===== src/rtl/four_bit_up_counter_pkg.sv =====
// Shared constants for the up-counter slice: default geometry and the decade terminal value.
package four_bit_up_counter_pkg;

  localparam int DEFAULT_WIDTH = 4;
  localparam int DEFAULT_MAX   = 15;
  localparam int DECADE_MAX    = 9;

  // True when the terminal value is the all-ones code, so the wrap coincides with the incrementer carry.
  function automatic bit is_full_range(input int width, input int max_val);
    return (max_val == ((2 ** width) - 1));
  endfunction

endpackage


===== src/rtl/four_bit_up_counter_incrementer.sv =====
// Ripple add-one incrementer built from NAND-based half-adder cells; produces {cout, sum} = a + 1.
module xor_2In (
  input  logic a,
  input  logic b,
  output logic y
);
  logic n1_s, n2_s, n3_s;

  assign n1_s = ~(a & b);
  assign n2_s = ~(a & n1_s);
  assign n3_s = ~(b & n1_s);
  assign y    = ~(n2_s & n3_s);
endmodule

module and_2In (
  input  logic a,
  input  logic b,
  output logic y
);
  logic n1_s;

  assign n1_s = ~(a & b);
  assign y    = ~(n1_s & n1_s);
endmodule

module halfAdder (
  input  logic a,
  input  logic b,
  output logic s,
  output logic c
);
  xor_2In u_xor (.a(a), .b(b), .y(s));
  and_2In u_and (.a(a), .b(b), .y(c));
endmodule

module four_bit_incrementer
  import four_bit_up_counter_pkg::*;
#(
  parameter int WIDTH = DEFAULT_WIDTH
) (
  input  logic [WIDTH-1:0] a,
  output logic [WIDTH-1:0] sum,
  output logic             cout
);
  // Carry-in of the first cell is tied high: that is the "+1".
  logic [WIDTH:0] carry_s;

  assign carry_s[0] = 1'b1;

  for (genvar i = 0; i < WIDTH; i++) begin : g_ha
    halfAdder u_ha (
      .a(a[i]),
      .b(carry_s[i]),
      .s(sum[i]),
      .c(carry_s[i+1])
    );
  end

  assign cout = carry_s[WIDTH];
endmodule


===== src/rtl/four_bit_up_counter.sv =====
// Modulo-(MAX+1) up-counter with clear/load/enable priority, terminal count, wrap pulse and sticky overflow.
module four_bit_up_counter
  import four_bit_up_counter_pkg::*;
#(
  parameter int WIDTH = DEFAULT_WIDTH,
  parameter int MAX   = DEFAULT_MAX
) (
  input  logic             clk,
  input  logic             rst,
  input  logic             clr,
  input  logic             load,
  input  logic [WIDTH-1:0] din,
  input  logic             en,
  output logic [WIDTH-1:0] count,
  output logic             tc,
  output logic             carry_out,
  output logic             ovf
);
  localparam logic [WIDTH-1:0] MAX_V      = WIDTH'(MAX);
  localparam bit               FULL_RANGE = is_full_range(WIDTH, MAX);

  logic [WIDTH-1:0] count_q, count_d;
  logic             carry_q, carry_d;
  logic             ovf_q, ovf_d;

  logic [WIDTH-1:0] inc_sum_s;
  logic             inc_cout_s;
  logic             at_max_s;
  logic             wrap_s;
  logic [WIDTH-1:0] din_clamped_s;

  four_bit_incrementer #(.WIDTH(WIDTH)) u_inc (
    .a   (count_q),
    .sum (inc_sum_s),
    .cout(inc_cout_s)
  );

  // Terminal compare, wrap detect and load clamp.
  always_comb begin
    at_max_s = (count_q == MAX_V);
    // Short ranges must wrap on the compare; cout alone only fires at the all-ones code.
    if (FULL_RANGE) begin
      wrap_s = inc_cout_s;
    end else begin
      wrap_s = at_max_s;
    end
    if (din > MAX_V) begin
      din_clamped_s = MAX_V;
    end else begin
      din_clamped_s = din;
    end
  end

  // Next-state priority mux: clear, then load, then count, else hold.
  always_comb begin
    count_d = count_q;
    carry_d = 1'b0;
    ovf_d   = ovf_q;
    if (clr) begin
      count_d = {WIDTH{1'b0}};
      ovf_d   = 1'b0;
    end else if (load) begin
      count_d = din_clamped_s;
    end else if (en) begin
      if (wrap_s) begin
        count_d = {WIDTH{1'b0}};
        carry_d = 1'b1;
        ovf_d   = 1'b1;
      end else begin
        count_d = inc_sum_s;
      end
    end else begin
      count_d = count_q;
    end
  end

  // State registers with asynchronous reset.
  always_ff @(posedge clk or posedge rst) begin
    if (rst) begin
      count_q <= {WIDTH{1'b0}};
      carry_q <= 1'b0;
      ovf_q   <= 1'b0;
    end else begin
      count_q <= count_d;
      carry_q <= carry_d;
      ovf_q   <= ovf_d;
    end
  end

  assign count     = count_q;
  assign tc        = at_max_s & en;
  assign carry_out = carry_q;
  assign ovf       = ovf_q;
endmodule


===== config.mk =====
export PLATFORM = sky130hd
export DESIGN_NAME = four_bit_up_counter
export DESIGN_NICKNAME = d
export VERILOG_FILES = /design/src/rtl/four_bit_up_counter_pkg.sv /design/src/rtl/four_bit_up_counter_incrementer.sv /design/src/rtl/four_bit_up_counter.sv
export SDC_FILE = /design/constraint.sdc
export NUM_CORES = 1
export LEC_CHECK = 0
export BUFFER_PORTS_ARGS = -buffer_cell sky130_fd_sc_hd__buf_2
export CAP_MARGIN = 5
export CORE_AREA = 5 5 42 44
export DETAILED_ROUTE_END_ITERATION = 6
export DIE_AREA = 0 0 47 49
export GPL_TIMING_DRIVEN = 0
export PLACE_DENSITY = 0.62
export SLEW_MARGIN = 20
export SYNTH_ARGS = -nofsm -noshare
export SYNTH_HDL_FRONTEND = slang
export SYNTH_HIERARCHICAL = 1
export SYNTH_SLANG_ARGS = --single-unit

===== constraint.sdc =====
create_clock -name clk -period 1.6 [get_ports clk]
set_input_delay 0.24 -clock clk [delete_from_list [all_inputs] [get_ports clk]]
set_output_delay 0.24 -clock clk [all_outputs]
set_load 0.05 [all_outputs]

==> flow_summary.toml <==
[status]
run_status = "complete, no violations"

[floorplanning]
num_rows = 14
io-pin-count = 16
design.die.area_um2 = 2300
die_h_um = 49
die_width_um = 47
start_util = 0.259
coreArea_um2 = 1400

[sta]
worst_hold_slack_ns = 0.342
hold_viol = 0
timing.fmax_ghz = 0.663
tns_ns = 0
rsz0062_at_grt = "false"
fin_crit_sh = 0.943
finalSetupViolations = 0
post-route-min-period_ns = 1.51
drv_slew = 0
clock_skew_ns = 0.00273

[placed_design]
placed_cells = 65
gp_congestion = 0.713
place_area_um2 = 472
portBuffers = 15
dp_hpwl_um = 607

[synthesis]
synth_cell_types = 14
yosys_warnings = 6
synth-seq-area-share = 0.414
synth_top_cell_by_area = "dfrtp_1"
ys_seq_elements = 6
synth_area_leaders = "dfrtp_1 (41%), a221o_1 (11%), and3b_1 (9.7%)"
netlist.area_leader.share = 0.414
synth-edff-count = 0
syn-cell-area_um2 = 363
async_flop_share = 1.00
synth_area_per_cell_um2 = 11.0
synthFlopType = "dfrtp_1"
yosysMostFrequentCell = "dfrtp_1"
yosys-top-cells-count = "dfrtp_1 (6), a221o_1 (4), and2_1 (4), and3b_1 (4), xor2_1 (4)"
syn-instance-count = 33

[finish]
areaGrowthSynthToFinish_pct = 43.4
nNetsFinal = 65
fin_cells = 71
final_layout_size_suffix_gt1_frac = 0.509
n_antenna_cell = 0
fin_util = 0.371
final_cell_area_um2 = 520

[setup_path]
cp_max_fo = 4
endpoint_kind = "flip-flop"
ff2ff_setup_slack_ns = 0.09
arrival_ns = 1.68
path_class = "reg2reg"
cp.required_ns = 1.78
crit_path_start_kind = "flip-flop"

[route]
vias = 307
drc = 0
vias_per_cell = 4.32
wl_um = 790
ant_nets = 0
dr.first_iter.drc_count = 0
dr.pass1.iters = 1
wire_per_inst_um = 11.1

[clock_network]
tritoncts = "yes"
root_buffer = "clkbuf_4"
cts.clk_slew.worst_paths_ns = 0.05
htree_levels = 1
clk_latency_ns = 0.24
cts.sinks = 6
numCtsBuffers = 3
cts_buffer_depth = 2

[global_route]
grt_max_degree = 9
grt.total_usage = 0.0835
first_global_vias = 353
antenna_found_initial = 0
grt_pass1_wl_mm = 1.39
overflow = 0

[flow_run]
max_cap_viol_count = 0

[power]
powerDensity_nw_per_um2 = 775
leakagePower_nw = 0.297
ir_drop_v = 0.000262

[hold_path]
hp-class = "in2reg"
-- worst paths after layout --
| check | from | cells after the start | end |
|---|---|---|---|
| min in group asynchronous | rst | 3 | count[2]$_DFFE_PP0P_ |
| worst min register to register | ovf$_DFFE_PP0P_ | 1 | ovf$_DFFE_PP0P_ |
| worst max register to register | count[0]$_DFFE_PP0P_ | 6 | count[0]$_DFFE_PP0P_ |
| worst max-delay path | count[0]$_DFFE_PP0P_ | 6 | count[0]$_DFFE_PP0P_ |
| worst min-delay path | en | 2 | carry_out$_DFF_PP0_ |
| max in group asynchronous | rst | 3 | count[0]$_DFFE_PP0P_ |
-- flip-flops by register name, summed over array words and instances, names as in the netlist --
name	flops
carry_out	1
ovf	1
count	4
-- cell families (layout without fill, tap and decap cells) --
family                    count (synthesis)  in the layout  share of synthesized area
and+or+nand+nor                          15             15                      0.321
DFF                                       6              6                      0.414
buffers and inverters                     2             23                     0.0207
AOI/OAI and AO/OA                         5              5                      0.138
xor gates and xnor gates                  4              4                     0.0965
other                                     1              2                     0.0103
-- through the flow --
step	worst slack (ns)	power, mW
after floorplan	0.0733	0.223
after global placement	0.0116	0.251
after detailed placement	0.000505	0.252
after CTS	0.0217	0.410
after global routing	0.0258	0.434
final	0.0911	0.403
-- where the power goes --
part	switching (mW)	total [mW]	leakage, nW	internal [mW]
sequential	0.00863	0.168	0.0781	0.160
combinational	0.0531	0.0868	0.204	0.0337
clock	0.0536	0.148	0.0150	0.0944
-- layer usage --
layer / GRT usage / vias to the layer above / part of all wire
met3: 0 / 0 / 0.059
met5: 0 / - / 0
met2: 0.120 / 10 / 0.48
met1: 0.112 / 136 / 0.46
li1: - / 161 / -
met4: 0.0691 / 0 / 0
-- worst max-delay path, stage by stage, from the launching register on --
cell     delay, ns
dfrtp_2       0.40
and2_4        0.14
and2_4        0.13
and2_4        0.13
and2_4        0.14
nor4b_4       0.29
a221o_1       0.20
-- area by class of cell --
type                       count  area, um^2
tap                           16        20.0
fill                         165         881
timing repair buffer          17        92.6
multi-input combinational     26         221
clock buffer                   4        26.3
sequential                     6         153
inverter                       2        7.51
-- what timing repair did --
item,in CTS,in global routing
hold buffers,1,0
endpoints found under the setup margin,4,4
resized for setup,2,0
pin swaps,3,1
endpoints found under the hold margin,6,0
setup buffers,1,0
-- cell usage in the layout, fill, tap and decap left out --
cell / count
xor2_1: 4
and3_1: 1
and3b_1: 4
buf_2: 15
clkbuf_1: 1
nand3_1: 1
dfrtp_2: 2
nor4b_4: 1
and2_4: 4
nor2_1: 1
nor3_2: 1
nor2_2: 1
a221o_1: 4
nand2_1: 1
inv_1: 2
clkbuf_4: 3
dlygate4sd3_1: 1
conb_1: 2
dfrtp_1: 4
buf_4: 1
a32o_1: 1
Power figures use the tool's default switching activity.
